## src/rtl/id_stage_hz.sv

```systemverilog
// Decode stage: register file with write-through bypass, control/immediate decode,
// load-use hazard detection and a stall/flush-controlled ID/EX pipeline register.

module control (
    input  logic [6:0] opcode,
    input  logic [2:0] funct3,
    input  logic       funct7_5,
    output logic       regwrite_c,
    output logic [1:0] result_src_c,
    output logic       memwrite_c,
    output logic       jump_c,
    output logic       branch_c,
    output logic       alu_src_c,
    output logic [3:0] alu_control_c,
    output logic [2:0] imm_src_c
);
    typedef enum logic [1:0] {ALU_OP_ADD, ALU_OP_SUB, ALU_OP_FUNCT, ALU_OP_LUI} alu_op_e;

    localparam logic [2:0] IMM_I = 3'd0;
    localparam logic [2:0] IMM_S = 3'd1;
    localparam logic [2:0] IMM_B = 3'd2;
    localparam logic [2:0] IMM_J = 3'd3;
    localparam logic [2:0] IMM_U = 3'd4;
    localparam logic [2:0] IMM_NONE = 3'd7;

    alu_op_e alu_op;

    // Main decoder
    always_comb begin
        regwrite_c   = 1'b0;
        result_src_c = 2'b00;
        memwrite_c   = 1'b0;
        jump_c       = 1'b0;
        branch_c     = 1'b0;
        alu_src_c    = 1'b0;
        imm_src_c    = IMM_NONE;
        alu_op       = ALU_OP_ADD;
        case (opcode)
            7'h03: begin regwrite_c = 1'b1; result_src_c = 2'b01; alu_src_c = 1'b1; imm_src_c = IMM_I; end
            7'h23: begin memwrite_c = 1'b1; alu_src_c = 1'b1; imm_src_c = IMM_S; end
            7'h33: begin regwrite_c = 1'b1; alu_op = ALU_OP_FUNCT; end
            7'h13: begin regwrite_c = 1'b1; alu_src_c = 1'b1; imm_src_c = IMM_I; alu_op = ALU_OP_FUNCT; end
            7'h63: begin branch_c = 1'b1; imm_src_c = IMM_B; alu_op = ALU_OP_SUB; end
            7'h6F: begin regwrite_c = 1'b1; jump_c = 1'b1; result_src_c = 2'b10; imm_src_c = IMM_J; end
            7'h67: begin
                regwrite_c = 1'b1; jump_c = 1'b1; result_src_c = 2'b10;
                alu_src_c = 1'b1; imm_src_c = IMM_I;
            end
            7'h37: begin regwrite_c = 1'b1; alu_src_c = 1'b1; imm_src_c = IMM_U; alu_op = ALU_OP_LUI; end
            default: ;
        endcase
    end

    // ALU decoder; subtract only for register-register ops (opcode bit 5)
    always_comb begin
        alu_control_c = 4'd0;
        case (alu_op)
            ALU_OP_SUB: alu_control_c = 4'd1;
            ALU_OP_LUI: alu_control_c = 4'd10;
            ALU_OP_FUNCT: begin
                case (funct3)
                    3'd0:    alu_control_c = (opcode[5] && funct7_5) ? 4'd1 : 4'd0;
                    3'd1:    alu_control_c = 4'd7;
                    3'd2:    alu_control_c = 4'd5;
                    3'd3:    alu_control_c = 4'd6;
                    3'd4:    alu_control_c = 4'd4;
                    3'd5:    alu_control_c = funct7_5 ? 4'd9 : 4'd8;
                    3'd6:    alu_control_c = 4'd3;
                    default: alu_control_c = 4'd2;
                endcase
            end
            default: alu_control_c = 4'd0;
        endcase
    end
endmodule

module imm_gen (
    input  logic [31:0] instr,
    input  logic [2:0]  imm_src,
    output logic [31:0] imm_c
);
    always_comb begin
        imm_c = '0;
        case (imm_src)
            3'd0: imm_c = {{20{instr[31]}}, instr[31:20]};
            3'd1: imm_c = {{20{instr[31]}}, instr[31:25], instr[11:7]};
            3'd2: imm_c = {{19{instr[31]}}, instr[31], instr[7], instr[30:25], instr[11:8], 1'b0};
            3'd3: imm_c = {{11{instr[31]}}, instr[31], instr[19:12], instr[20], instr[30:21], 1'b0};
            3'd4: imm_c = {instr[31:12], 12'h000};
            default: imm_c = '0;
        endcase
    end
endmodule

module id_stage_hz #(
    parameter int unsigned XLEN  = 32,
    parameter int unsigned NREGS = 32
) (
    input  logic            clk,
    input  logic            reset,
    input  logic [31:0]     instruction,
    input  logic [XLEN-1:0] pc,
    input  logic [XLEN-1:0] pc_plus_4,
    input  logic            if_id_valid,
    input  logic            writeback_control,
    input  logic [4:0]      rd,
    input  logic [XLEN-1:0] writeback_data,
    input  logic            stall_d,
    input  logic            flush_e,
    output logic            load_use_stall,
    output logic [XLEN-1:0] immediate,
    output logic [XLEN-1:0] rs1_data,
    output logic [XLEN-1:0] rs2_data,
    output logic [XLEN-1:0] id_ex_pc,
    output logic [XLEN-1:0] id_ex_pc_plus_4,
    output logic [4:0]      rs1_out,
    output logic [4:0]      rs2_out,
    output logic [4:0]      rd_out,
    output logic            regwrite_d,
    output logic            memwrite_d,
    output logic            jump_d,
    output logic            branch_d,
    output logic            alu_src_d,
    output logic [1:0]      result_src_d,
    output logic [3:0]      alu_control_d,
    output logic            valid_e,
    output logic            illegal_reg_e
);
    localparam int unsigned IW      = (NREGS > 1) ? $clog2(NREGS) : 1;
    localparam logic [5:0]  NREGS_L = 6'(NREGS);

    typedef struct packed {
        logic [XLEN-1:0] immediate;
        logic [XLEN-1:0] rs1_data;
        logic [XLEN-1:0] rs2_data;
        logic [XLEN-1:0] pc;
        logic [XLEN-1:0] pc_plus_4;
        logic [4:0]      rs1;
        logic [4:0]      rs2;
        logic [4:0]      rd;
        logic            regwrite;
        logic            memwrite;
        logic            jump;
        logic            branch;
        logic            alu_src;
        logic [1:0]      result_src;
        logic [3:0]      alu_control;
        logic            valid;
        logic            illegal_reg;
    } id_ex_t;

    function automatic logic in_range(input logic [4:0] idx);
        return {1'b0, idx} < NREGS_L;
    endfunction

    logic [XLEN-1:0] regs [NREGS];
    logic [4:0]      rs1_idx, rs2_idx, rd_idx;
    logic [XLEN-1:0] rs1_val_c, rs2_val_c;
    logic            ctl_regwrite_c, ctl_memwrite_c, ctl_jump_c, ctl_branch_c, ctl_alu_src_c;
    logic [1:0]      ctl_result_src_c;
    logic [3:0]      ctl_alu_control_c;
    logic [2:0]      imm_src_c;
    logic [31:0]     imm32_c;
    logic            illegal_reg_d;
    id_ex_t          id_ex_q, id_ex_nxt;

    assign rs1_idx = instruction[19:15];
    assign rs2_idx = instruction[24:20];
    assign rd_idx  = instruction[11:7];

    control u_control (
        .opcode        (instruction[6:0]),
        .funct3        (instruction[14:12]),
        .funct7_5      (instruction[30]),
        .regwrite_c    (ctl_regwrite_c),
        .result_src_c  (ctl_result_src_c),
        .memwrite_c    (ctl_memwrite_c),
        .jump_c        (ctl_jump_c),
        .branch_c      (ctl_branch_c),
        .alu_src_c     (ctl_alu_src_c),
        .alu_control_c (ctl_alu_control_c),
        .imm_src_c     (imm_src_c)
    );

    imm_gen u_imm_gen (
        .instr   (instruction),
        .imm_src (imm_src_c),
        .imm_c   (imm32_c)
    );

    // Register file; x0 and out-of-range indices are never written
    always_ff @(posedge clk or posedge reset) begin
        if (reset) begin
            for (int i = 0; i < int'(NREGS); i++) regs[i] <= '0;
        end else if (writeback_control && rd != 5'd0 && in_range(rd)) begin
            regs[rd[IW-1:0]] <= writeback_data;
        end
    end

    // Read ports with write-through bypass from the current writeback
    always_comb begin
        rs1_val_c = '0;
        if (rs1_idx != 5'd0 && in_range(rs1_idx)) begin
            if (writeback_control && rd == rs1_idx) rs1_val_c = writeback_data;
            else                                    rs1_val_c = regs[rs1_idx[IW-1:0]];
        end
    end

    always_comb begin
        rs2_val_c = '0;
        if (rs2_idx != 5'd0 && in_range(rs2_idx)) begin
            if (writeback_control && rd == rs2_idx) rs2_val_c = writeback_data;
            else                                    rs2_val_c = regs[rs2_idx[IW-1:0]];
        end
    end

    assign illegal_reg_d = if_id_valid &&
                           (!in_range(rs1_idx) || !in_range(rs2_idx) || !in_range(rd_idx));

    assign load_use_stall = if_id_valid && id_ex_q.valid && id_ex_q.regwrite &&
                            id_ex_q.result_src == 2'b01 && id_ex_q.rd != 5'd0 &&
                            (id_ex_q.rd == rs1_idx || id_ex_q.rd == rs2_idx);

    // Next ID/EX contents: a bubble unless a real, hazard-free instruction is decoding
    always_comb begin
        id_ex_nxt = '0;
        if (!flush_e && !load_use_stall && if_id_valid) begin
            id_ex_nxt.immediate   = XLEN'($signed(imm32_c));
            id_ex_nxt.rs1_data    = rs1_val_c;
            id_ex_nxt.rs2_data    = rs2_val_c;
            id_ex_nxt.pc          = pc;
            id_ex_nxt.pc_plus_4   = pc_plus_4;
            id_ex_nxt.rs1         = rs1_idx;
            id_ex_nxt.rs2         = rs2_idx;
            id_ex_nxt.rd          = rd_idx;
            id_ex_nxt.regwrite    = ctl_regwrite_c && !illegal_reg_d;
            id_ex_nxt.memwrite    = ctl_memwrite_c && !illegal_reg_d;
            id_ex_nxt.jump        = ctl_jump_c;
            id_ex_nxt.branch      = ctl_branch_c;
            id_ex_nxt.alu_src     = ctl_alu_src_c;
            id_ex_nxt.result_src  = ctl_result_src_c;
            id_ex_nxt.alu_control = ctl_alu_control_c;
            id_ex_nxt.valid       = 1'b1;
            id_ex_nxt.illegal_reg = illegal_reg_d;
        end
    end

    // Flush overrides the hold
    always_ff @(posedge clk or posedge reset) begin
        if (reset)                     id_ex_q <= '0;
        else if (flush_e || !stall_d)  id_ex_q <= id_ex_nxt;
    end

    assign immediate       = id_ex_q.immediate;
    assign rs1_data        = id_ex_q.rs1_data;
    assign rs2_data        = id_ex_q.rs2_data;
    assign id_ex_pc        = id_ex_q.pc;
    assign id_ex_pc_plus_4 = id_ex_q.pc_plus_4;
    assign rs1_out         = id_ex_q.rs1;
    assign rs2_out         = id_ex_q.rs2;
    assign rd_out          = id_ex_q.rd;
    assign regwrite_d      = id_ex_q.regwrite;
    assign memwrite_d      = id_ex_q.memwrite;
    assign jump_d          = id_ex_q.jump;
    assign branch_d        = id_ex_q.branch;
    assign alu_src_d       = id_ex_q.alu_src;
    assign result_src_d    = id_ex_q.result_src;
    assign alu_control_d   = id_ex_q.alu_control;
    assign valid_e         = id_ex_q.valid;
    assign illegal_reg_e   = id_ex_q.illegal_reg;
endmodule

```

## config.mk

```make
export PLATFORM = sky130hd
export DESIGN_NAME = id_stage_hz
export DESIGN_NICKNAME = d
export VERILOG_FILES = /design/src/rtl/id_stage_hz.sv
export SDC_FILE = /design/constraint.sdc
export NUM_CORES = 2
export LEC_CHECK = 0
export ABC_AREA = 1
export BUFFER_PORTS_ARGS = -buffer_cell sky130_fd_sc_hd__buf_2
export CAP_MARGIN = 25
export CORE_AREA = 2 2 386 388
export CTS_CLUSTER_DIAMETER = 60
export DETAILED_ROUTE_END_ITERATION = 16
export DIE_AREA = 0 0 388 390
export PLACE_DENSITY_LB_ADDON = 0.1
export SLEW_MARGIN = 20
export SYNTH_ARGS = -nofsm -noshare
export SYNTH_HDL_FRONTEND = slang
export SYNTH_SLANG_ARGS = --single-unit
```

## constraint.sdc

```tcl
create_clock -name clk -period 46 [get_ports clk]
set_input_delay 9.2 -clock clk [delete_from_list [all_inputs] [get_ports clk]]
set_output_delay 9.2 -clock clk [all_outputs]
set_load 0.005 [all_outputs]
```

Yosys cells after proc, flatten, opt, wreduce, memory -nomap -nowiden
Index checks and enable logic that the tools add are counted.

$add $sub $neg: 0. $mul: 0. Divide/modulo/power cells: 0. Magnitude comparators: 4. Equal/unequal tests: 26. Shifts and indexed selects: 0. Multiplexer cells: 27. Bitwise gates (word level): 3. Reductions and logical operators: 28.

Operator list (count): $bwmux W1024 (1); $bmux W32 S5 (2); $mux W32 (9); $mux W188 (1); $demux W32 S5 (1); $pmux W32 S5 (1); $pmux W4 S7 (1); $eq A7 B6 Y1 const B (3); $eq A7 B7 Y1 const B (3); $eq A5 B5 Y1 (4); $reduce_bool A5 Y1 (4); $ge A6 B6 Y1 const B (3); $not A5 Y6 (3); $pmux W3 S5 (1); $eq A3 B2 Y1 const B (4); $eq A3 B3 Y1 const B (4); $logic_and A1 B1 Y1 (12); $pmux W4 S3 (1); $eq A7 B2 Y1 const B (1); $eq A7 B5 Y1 const B (1); $mux W1 (7); $eq A3 B1 Y1 const B (2); $logic_not A3 Y1 (2); $lt A6 B1 Y1 const B (1); 10 further kinds (16).

Register bits after elaboration: 1212. Latch bits: 0. RAM bits: 0. Bits in read-only memories: 0. Input bits: 139. Output and inout port bits: 189. Logic and storage cells: 137. Memories: 0.

Longest topological paths before layout
Word-level depth: 9. Gate-level depth with buffers: 14. Mapped depth without buffers: 11.

By module
A second synthesis with hierarchy kept.

Cells, all modules: 9322. Area total of the unflattened synthesis: 65400.2 um^2.

Modules (own cells, without submodules): id_stage_hz (times used 1, cells an instance 9170, area each 64704.6 um^2, seq. area each 30304.1 um^2); imm_gen (times used 1, cells an instance 83, area each 386.6 um^2, seq. area each 0.0 um^2); control (times used 1, cells an instance 69, area each 309.0 um^2, seq. area each 0.0 um^2).

Least setup slack after synthesis
Ideal clock, no wire load.

Path kind: input -> output. Start: input instruction[19]. End: output load_use_stall. Arrival time: 9.960 ns. Data required time: 36.800 ns. Path slack: 26.840 ns. Stages on the path: 9. Path buffers: 1. Path through: buf_4 clkinv_1 nand2_1 nand2_1 nor2_1 nand3_1 nand2_1 nand2_1 inv_1.

Longest elaborated chain between the ends: 3.

Ends and longest elaborated chain: from (decl) (RTL line 101) `input logic [31:0] instruction,`; $eq A5 B5 Y1 (RTL line 222) `(id_ex_q.rd == rs1_idx || id_ex_q.rd == rs2_idx);`; $logic_or A1 B1 Y1 (RTL line 222); $logic_and A1 B1 Y1 (RTL line 221) `id_ex_q.result_src == 2'b01 && id_ex_q.rd != 5'd0 &&`; to (decl) (RTL line 110) `output logic load_use_stall,`.

No other way between the ends.

Worst setup path after layout
Start: input instruction[20]. End: output load_use_stall.

Same word-level chain as after synthesis.

==> results by group <==
Status
  – Status: complete, no violations

Finish
  – Final core area utilization: about half
  – Area Overhead vs Synth: 10.51%
  – Filler cell count: about 15000
  – Final #Nets: approximately 9300
  – Fraction of layout cells with a size suffix above 1: 7.975%
  – Footprint of the multi-input gates: between 0.03 and 0.04 sq mm
  – Register area: about 0.030 sq mm
  – Most frequent cells in the layout: nand2_1 (3507), dfrtp_1 (1211), o21ai_0 (998), nand3_1 (875), inv_1 (589)
  – Most common cell after layout, fill and taps aside: nand2_1

STA
  – Hold Violations, Final: 0
  – Actual slew at the worst max-slew pin: 1230 ps
  – Clock period minus worst slack: just over 20000 ps
  – Worst rel slew slack: ~18%
  – Max Slew Vio Count: 0
  – Hold Worst Slack: 374.0 ps
  – Skew final: about 29 ps
  – Worst setup margin: approximately 25000 ps
  – Setup TNS after final layout: 0 ps
  – RSZ-0062 raised after global routing: false
  – Crit share post-route: 45.15%
  – Final setup violation count: 0
  – Fmax: 0.04815 GHz

Drt
  – Vias per cell: around 5.7
  – DRT iter0 DRCs: approximately 8100
  – DR vias: 64200
  – Antenna Nets Post-Route: 0
  – DRC violations left: 0
  – Detailed-router iteration count before antenna repair: 8
  – WL/cell: 23.15 microns
  – DRT Wirelength: ~260 mm

Worst setup path
  – Crit path capture type: output port
  – Critical-path top delay cell: buf_12
  – CP arrival: approximately 12000 ps
  – Crit. Startpoint: instruction[20]
  – Max stage delay on crit path: ~650 ps
  – Crit-path max FO: 230
  – Most used cell along the critical path: nor2_1
  – R2r worst-path depth: 12
  – Critical-path cell list: buf_8 > buf_12 > nor2_1 > nor2_1 > nor2_1 > nand3_1 > nand2_1 > nand2_1 > inv_1 > buf_2
  – Critical path class: in2out
  – Critical Path Start Type: input port
  – FF-to-FF Start: rd_out[1]
  – Critical Path RT: between 30000 and 40000 ps

Global routing
  – First-pass GRT wire length: slightly below 400 mm
  – Gr usage total: approximately a third
  – Initial antenna violation count: 7
  – Largest net degree at the start of global routing: approximately 230
  – Vias in the first global route: between 50000 and 60000
  – GRT overflow: 0

Clock tree
  – Reg clk slew, reported paths: ~50 ps
  – Clk_lat worst skew: 800 ps
  – Clock Path Buffers: 3
  – Htree depth: 4
  – CTS tree: built
  – Setup bufs post-CTS: 0
  – Hold buffers post-CTS: 0
  – Clock tree sinks: about 1200
  – Cts repair resizes: 0
  – Cts bufs inserted: about 140
  – Root Driver: clkbuf_16

Logic synthesis
  – Net Count, Synth: approximately 9500
  – Cells after synthesis: between 9000 and 10000
  – Mapped cell area: 0.06588 sq mm
  – Sequential area share after synthesis: a little under half
  – Synth cell types: 38
  – Syn_area_per_cell: 7.046 sq um
  – Seq cells post-synth: 1211
  – Yosys warnings: 0

Placement
  – Count of input and output buffers: around 330
  – Final GP Congestion: around 0.87
  – Place WS: approximately 25000 ps
  – DP Wirelength: roughly 140 mm

Min path
  – HP Class: reg2reg
  – Hold Path Cell Cnt: 0
  – Worst Hold Launch: regs[1012]

Floorplan
  – Core area: between 0.1 and 0.15 sq mm
  – Chip width: just under 400 microns
  – Die H: ~390 microns
  – Die Area: 0.1513 sq mm
  – Ports: approximately 330
  – Placement Rows: about 140
  – Initial Util: 44.78%

Pwr
  – Pwr Density: 42.08 mW/mm^2
  – Tot Pwr: about 3.1 mW
  – Max VDD drop: 0.04663 mV
  – Static Leakage: roughly 36 nW

Run
  – Maxcap violations: 0
==> synth_stat cells, drive strengths merged <==
cell	n	share of area (%)
buf	326	2.4
xnor2	2	0.027
inv	608	3.5
a21boi	1	0.011
a211oi	1	0.011
nor3	14	0.28
dfrtp	1211	46
clkbuf	444	2.5
a21oi	174	1.3
nor2	529	3.1
and3	1	0.0095
a21o	1	0.011
nand3b	1	0.011
conb	1	0.0057
clkinv	1	0.0057
o22ai	8	0.076
nand4	5	0.057
o211ai	390	4.4
nand2	3537	20
o21ai	1214	9.2
nand3	880	6.7
a31oi	1	0.0095
==> critical path: cells and delay by family <==
| kind | cells | cell delay, ps |
|---|---|---|
| buffers and inverters | 4 | 1500 |
| and+or+nand+nor | 6 | 660 |
==> power by group <==
part	leakage (nW)	internal, mW	switching, mW
Clock	2.35	0.690	0.470
Combinational	18.0	0.187	0.367
Sequential	15.6	1.24	0.109
==> cells by family (layout without fill, tap and decap cells) <==
group           after synthesis  count (layout)  synth area share (%)
compound gates             1790            1790                 15.11
buf+inv                    1379            1296                 8.425
other cells                   1               5              0.005692
flops                      1211            1211                 46.00
simple gates               4967            4967                 30.43
xor+xnor                      2               2               0.02659
==> layout make-up <==
| class | count | share of cell area [%] |
|---|---|---|
| tap | 1930 | 3.317 |
| sequential | 1211 | 41.63 |
| antenna | 4 | 0.01375 |
| timing repair buffer | 438 | 3.860 |
| clock buffer | 216 | 6.034 |
| inverter | 609 | 3.217 |
| clock inverter | 33 | 0.4829 |
| multi-input combinational | 6760 | 41.45 |
==> path summary, 6_finish.rpt <==
check | endpoint | slack, ps
setup / recovery | load_use_stall | 25230
hold / removal | regs[1012] | 370
setup reg to reg | rs2_data[5] | 42810
hold reg to reg | regs[1012] | 370
max in group asynchronous | id_ex_pc[29] | 33790
min in group asynchronous | rs1_data[21] | 8500
==> metal layers <==
| metal | global-route usage, % | vias up | share of wire, % |
|---|---|---|---|
| met5 | 0.5423 | - | 0.053 |
| li1 | - | 29750 | - |
| met2 | 50.86 | 3200 | 43 |
| met3 | 7.893 | 538 | 11 |
| met4 | 13.07 | 6 | 3.9 |
| met1 | 46.93 | 30710 | 42 |
==> state kept, by name (all words and copies together) (netlist names), 2 cells and up <==
name             cells
id_ex_pc_plus_4     32
rs1_data            32
result_src_d         2
immediate           32
alu_control_d        4
regs              1024
rs2_out              5
rd_out               5
rs2_data            32
id_ex_pc            32
rs1_out              5
==> through the flow <==
step                area [sq um]  std cells
floorplan                  65880       9350
global placement           67730      10940
detailed placement         67800      10940
CTS                        72540      11190
global route               72800      11200
finish                     72800      11200
(Power assumes the default switching activity.)
